### src/rtl/path_streamer.sv
// path_streamer: replays a goal-first Dijkstra path table start-first as a valid/ready waypoint stream with headings.
module path_streamer #(
  parameter int MAX_PATH = 100,
  parameter int CW = 16
) (
  input  logic          clk,
  input  logic          reset,
  input  logic          success,
  input  logic [31:0]   path_len,
  output logic [6:0]    rd_idx,
  input  logic [CW-1:0] rd_x,
  input  logic [CW-1:0] rd_y,
  input  logic [CW-1:0] rd_node_id,
  output logic          wp_valid,
  input  logic          wp_ready,
  output logic [CW-1:0] wp_x,
  output logic [CW-1:0] wp_y,
  output logic [CW-1:0] wp_node_id,
  output logic [1:0]    wp_heading,
  output logic          wp_last,
  output logic          busy,
  output logic          done,
  output logic          error
);
  typedef enum logic [2:0] {IDLE, FETCH, WAIT, EMIT, DONE} state_t;
  state_t st_q, st_d;
  logic [6:0] idx_q, idx_d;
  logic [CW-1:0] x_q, x_d, y_q, y_d, id_q, id_d;
  logic [1:0] hd_q, hd_d, hdg;
  logic valid_q, valid_d, last_q, last_d, busy_q, busy_d, done_q, done_d, err_q, err_d;
  logic succ_q, first_q, first_d;
  logic signed [CW:0] dx, dy;
  logic [CW:0] ax, ay;
  assign dx = $signed({1'b0, rd_x}) - $signed({1'b0, x_q});
  assign dy = $signed({1'b0, rd_y}) - $signed({1'b0, y_q});
  assign ax = dx[CW] ? -dx : dx;
  assign ay = dy[CW] ? -dy : dy;
  // A zero-length step keeps the previous heading; ties in magnitude favour the x axis.
  assign hdg = (dx == 0 && dy == 0) ? hd_q :
               (ax >= ay) ? (dx > 0 ? 2'd1 : 2'd3) : (dy > 0 ? 2'd2 : 2'd0);
  always_comb begin
    st_d = st_q;
    idx_d = idx_q;
    x_d = x_q;
    y_d = y_q;
    id_d = id_q;
    hd_d = hd_q;
    valid_d = valid_q;
    last_d = last_q;
    busy_d = busy_q;
    first_d = first_q;
    done_d = 1'b0;
    err_d = 1'b0;
    case (st_q)
      IDLE: if (success && !succ_q) begin
        if (path_len == 0 || path_len > 32'(MAX_PATH)) err_d = 1'b1;
        else begin
          st_d = FETCH;
          idx_d = 7'(path_len - 1);
          busy_d = 1'b1;
          first_d = 1'b1;
        end
      end
      FETCH: st_d = WAIT;
      WAIT: begin
        x_d = rd_x;
        y_d = rd_y;
        id_d = rd_node_id;
        hd_d = first_q ? 2'd0 : hdg;
        last_d = idx_q == 0;
        first_d = 1'b0;
        valid_d = 1'b1;
        st_d = EMIT;
      end
      EMIT: if (wp_ready) begin
        valid_d = 1'b0;
        st_d = last_q ? DONE : FETCH;
        busy_d = !last_q;
        done_d = last_q;
        idx_d = last_q ? idx_q : idx_q - 7'd1;
      end
      default: st_d = IDLE;
    endcase
  end
  always_ff @(posedge clk) begin
    if (reset) begin
      st_q <= IDLE;
      idx_q <= '0;
      x_q <= '0;
      y_q <= '0;
      id_q <= '0;
      hd_q <= '0;
      valid_q <= 1'b0;
      last_q <= 1'b0;
      busy_q <= 1'b0;
      done_q <= 1'b0;
      err_q <= 1'b0;
      succ_q <= 1'b0;
      first_q <= 1'b0;
    end else begin
      st_q <= st_d;
      idx_q <= idx_d;
      x_q <= x_d;
      y_q <= y_d;
      id_q <= id_d;
      hd_q <= hd_d;
      valid_q <= valid_d;
      last_q <= last_d;
      busy_q <= busy_d;
      done_q <= done_d;
      err_q <= err_d;
      succ_q <= success;
      first_q <= first_d;
    end
  end
  assign rd_idx = idx_q;
  assign wp_valid = valid_q;
  assign wp_x = x_q;
  assign wp_y = y_q;
  assign wp_node_id = id_q;
  assign wp_heading = hd_q;
  assign wp_last = last_q;
  assign busy = busy_q;
  assign done = done_q;
  assign error = err_q;
endmodule

### config.mk
export PLATFORM = sky130hd
export DESIGN_NAME = path_streamer
export DESIGN_NICKNAME = d
export VERILOG_FILES = /design/src/rtl/path_streamer.sv
export SDC_FILE = /design/constraint.sdc
export NUM_CORES = 1
export LEC_CHECK = 0
export CAP_MARGIN = 20
export CORE_MARGIN = 2
export CORE_UTILIZATION = 45
export DETAILED_ROUTE_END_ITERATION = 7
export MAX_ROUTING_LAYER = met4
export PLACE_DENSITY = 0.78
export SLEW_MARGIN = 30
export SYNTH_ARGS = -nofsm -noshare
export SYNTH_HDL_FRONTEND = slang
export SYNTH_SLANG_ARGS = --single-unit
### constraint.sdc
create_clock -name clk -period 5.6 [get_ports clk]
set_input_delay 1.68 -clock clk [delete_from_list [all_inputs] [get_ports clk]]
set_output_delay 1.68 -clock clk [all_outputs]
set_load 0.1 [all_outputs]
==> impl_metrics.yaml <==
timing:
  rsz0062_at_grt: "true"
  finalMaxSlewViolations: 0
  worst_slew_pin_slew_ns: 1.02
  fin_crit_ns: 5.42
  finalCritPeriodShare_pct: 96.9
  fmax_mhz: 184
  hold_violations: 0
  slew_headroom_pct: 31.5
  setup_ws_ns: 0.176
  skew_ns: 0.0109
  finalSetupTns_ns: 0
  setup_viol_count_final: 0
detailed_routing:
  vias: 6318
  remaining_drc_errors: 0
  routed_wl_mm: 16.4
  viasPerCell: 5.36
  drtIter0Drc: 252
  drtPass1Iterations: 5
  final_antenna_net_count: 0
  wl_per_cell_um: 13.9
global_routing:
  antenna_found_initial: 0
  grt_overflow_total: 0
  grt_pass1_wl_mm: 26.2
  grt.total_usage_pct: 24.5
  grt_pass1_vias: 5844
  grt_max_degree: 53
synth:
  yosysWarnings: 0
  ys_seq_area_share_pct: 23.8
  synth_flop_cell: "dfxtp_1"
  netlist_area_um2: 5630
  avgSynthCellArea_um2: 7.35
  ys_async_sr_fraction_pct: 0
  synth_edf_count: 0
  synth_cell_types: 72
  syn-num-nets: 904
  postSynthCellCount: 766
  synth.ff_latch_count: 67
final_layout:
  num-nets-final: 1143
  final_area_um2: 8900
  drive_above_1_share_pct: 22.8
  fillerInstances: 936
  syn_to_final_growth_pct: 58.1
  diodes: 0
pwr:
  pwr-share-clk_pct: 36.6
  p_int_mw: 1.12
  ir_drop_mv: 0.240
  power_density_nw_per_um2: 183
  pwr-share-seq_pct: 29.3
  combPwrFrac_pct: 34.1
  switchingPower_mw: 0.511
  p_leak_nw: 3.42
  swShare_pct: 31.4
clock_network:
  htree_levels: 3
  path_clk_slew_ns: 0.06
  cts_tree: "built"
  clk_latency_ns: 0.35
  ctsLongestPathBuffers: 2
  hold_buffers: 0
  clock-sinks: 67
  clockRootBuffer: "clkbuf_16"
  numCtsBuffers: 9
worst_setup_path:
  cp_cell_sequence: "clkdlybuf4s50_1, ha_4, a21oi_2, o21ai_1, or2_2, o211ai_1, nand2_1, buf_4, nor3_1, a21oi_1, xnor2_1, ha_1, a211oi_2, nand2_1, a21oi_2, o211ai_1, a221o_1, o211ai_1, mux2i_1"
  r2r_cells: 19
  endpoint_kind: "flop"
  cp_max_fo: 3
  path_class: "in -> reg"
  crit_required_ns: 5.83
  arrival_ns: 5.66
  critPathMaxStageDelay_ns: 0.53
  r2r_end: "wp_heading[1]$_SDFFE_PP0P_"
  startpoint: "rd_y[6]"
  startpoint_type: "input port"
  cpMostUsedCell: "o211ai_1"
  r2r_slack_ns: 1.32
  crit_slowest_cell: "clkdlybuf4s50_1"
  worstReg2RegStart: "wp_y[0]$_SDFFE_PP0P_"
run:
  cap_violations: 0
die:
  die_area_um2: 13400
  row_count: 40
  start_util_pct: 46.5
  coreArea_um2: 12100
  chipHeight_um: 116
  dieWidth_um: 116
  io_pins: 146
placed_design:
  post-place-ws_ns: -0.614
  dp_hpwl_mm: 11.4
  port-buffer-count: 145
  globalplace.congestion: 0.838
  postPlaceCellArea_um2: 7970
worst_hold_path:
  hold_depth: 2
  min_path_type: "reg -> reg"
  worstHoldStart: "wp_node_id[6]$_SDFFE_PP0P_"
  holdPathEnd: "wp_node_id[6]$_SDFFE_PP0P_"
outcome:
  status: "completed"
==> repair_timing <==
action	4_1_cts	5_1_grt
gates resized for setup	18	90
setup buffers	4	5
pin swaps	20	45
setup endpoints to repair	2	2
hold endpoints to repair	0	0
==> worst max-delay path: cells and delay by family <==
family	cells	cell delay, ns
AOI/OAI and AO/OA	9	1.77
and+or+nand+nor	4	0.73
buffers and inverters	2	0.69
adders and majority gates	2	0.57
xor gates and xnor gates	1	0.13
muxes	1	0.09
==> routing by layer <==
metal | vias to the layer above | wire length, µm | track usage [%]
li1 | 3196 | - | -
met1 | 2935 | 6930 | 29.3
met2 | 168 | 8170 | 40.4
met3 | 19 | 1070 | 7.90
met4 | 0 | 205 | 5.95
met5 | - | 0 | -
==> area by class of cell <==
cell class                 instances  area (µm²)  share of cell area, %
timing repair buffer             258        2340                   26.3
inverter                          46         175                   1.97
clock buffer                       9         225                   2.53
multi-input combinational        623        4520                   50.9
sequential                        67        1340                   15.1
clock inverter                     7        81.3                  0.914
tap                              168         210                   2.36
==> power by group through the flow <==
stage          Clock, mW  Combinational (mW)  Sequential (mW)
3_3_place_gp           0               0.463            0.488
2_1_floorplan          0               0.271            0.491
6_report           0.595               0.555            0.478
3_5_place_dp           0               0.470            0.488
4_1_cts            0.610               0.489            0.477
5_1_grt            0.630               0.607            0.477
==> metrics by stage <==
step                total power, mW  hold WS, ns  cells  utilization, %
floorplan                     0.762        0.456    766               -
global placement              0.952        0.440   1153            65.8
detailed placement            0.958        0.447   1153            65.8
finish                         1.63        0.451   1178            73.5
CTS                            1.58        0.455   1173            69.2
global route                   1.71        0.477   1178            73.5
==> worst max path at each step <==
stage / endpoint / slack [ns] / depth (start not counted)
2_1_floorplan: wp_heading[1]$_SDFFE_PP0P_ / 0.01 / 21
3_3_place_gp: wp_heading[1]$_SDFFE_PP0P_ / -0.51 / 22
3_5_place_dp: wp_heading[1]$_SDFFE_PP0P_ / -0.61 / 23
4_1_cts: wp_heading[1]$_SDFFE_PP0P_ / 0.0006 / 20
5_1_grt: wp_heading[1]$_SDFFE_PP0P_ / -0.08 / 20
6_report: wp_heading[1]$_SDFFE_PP0P_ / 0.18 / 19
==> cell usage after synthesis, drive strengths merged (7+ instances only) <==
master,n,area share (%)
a211oi,9,1.5
a21oi,99,8.9
a31oi,14,1.7
clkbuf,27,2.0
dfxtp,67,24
ha,52,12
inv,46,3.1
mux2i,7,1.2
nand2,143,9.5
nand2b,9,1.0
nand3,8,0.71
nand4,7,0.78
nor2,62,4.1
nor3,19,1.7
nor4,11,1.3
o211ai,10,1.4
o21a,8,1.1
o21ai,35,3.1
or2,7,0.78
xnor2,26,4.0
xor2,18,2.8
==> registers in the layout (all words and copies together), names as in the netlist <==
signal / flops
wp_x: 16
wp_valid: 1
wp_heading: 2
done: 1
wp_y: 16
rd_idx: 7
first_q: 1
succ_q: 1
wp_last: 1
busy: 1
st_q: 3
wp_node_id: 16
error: 1
==> cell usage in the layout, fill, tap and decap left out, types with 7 or more instances in the layout <==
cell type / count
a21oi_1: 90
a21oi_2: 7
a31oi_1: 11
buf_4: 109
clkbuf_16: 9
clkdlybuf4s50_1: 124
dfxtp_1: 67
dlymetal6s2s_1: 16
ha_1: 34
ha_4: 16
inv_1: 45
mux2i_1: 7
nand2_1: 141
nand3_1: 8
nand4_1: 7
nor2_1: 58
nor3_1: 17
nor4_1: 9
o211ai_1: 9
o21a_1: 7
o21ai_0: 25
o21ai_1: 8
or2_2: 7
xnor2_1: 24
xor2_1: 16
==> logic make-up after synthesis <==
| group | synth area share, % |
|---|---|
| flip-flops | 23.8 |
| buffers and inverters | 5.65 |
| XOR/XNOR | 6.85 |
| AND/OR/NAND/NOR | 24.7 |
| multiplexers | 1.45 |
| AO/OA/AOI/OAI | 25.3 |
| adder cells (fa/ha/maj) | 12.3 |
Power figures use the tool's default switching activity.
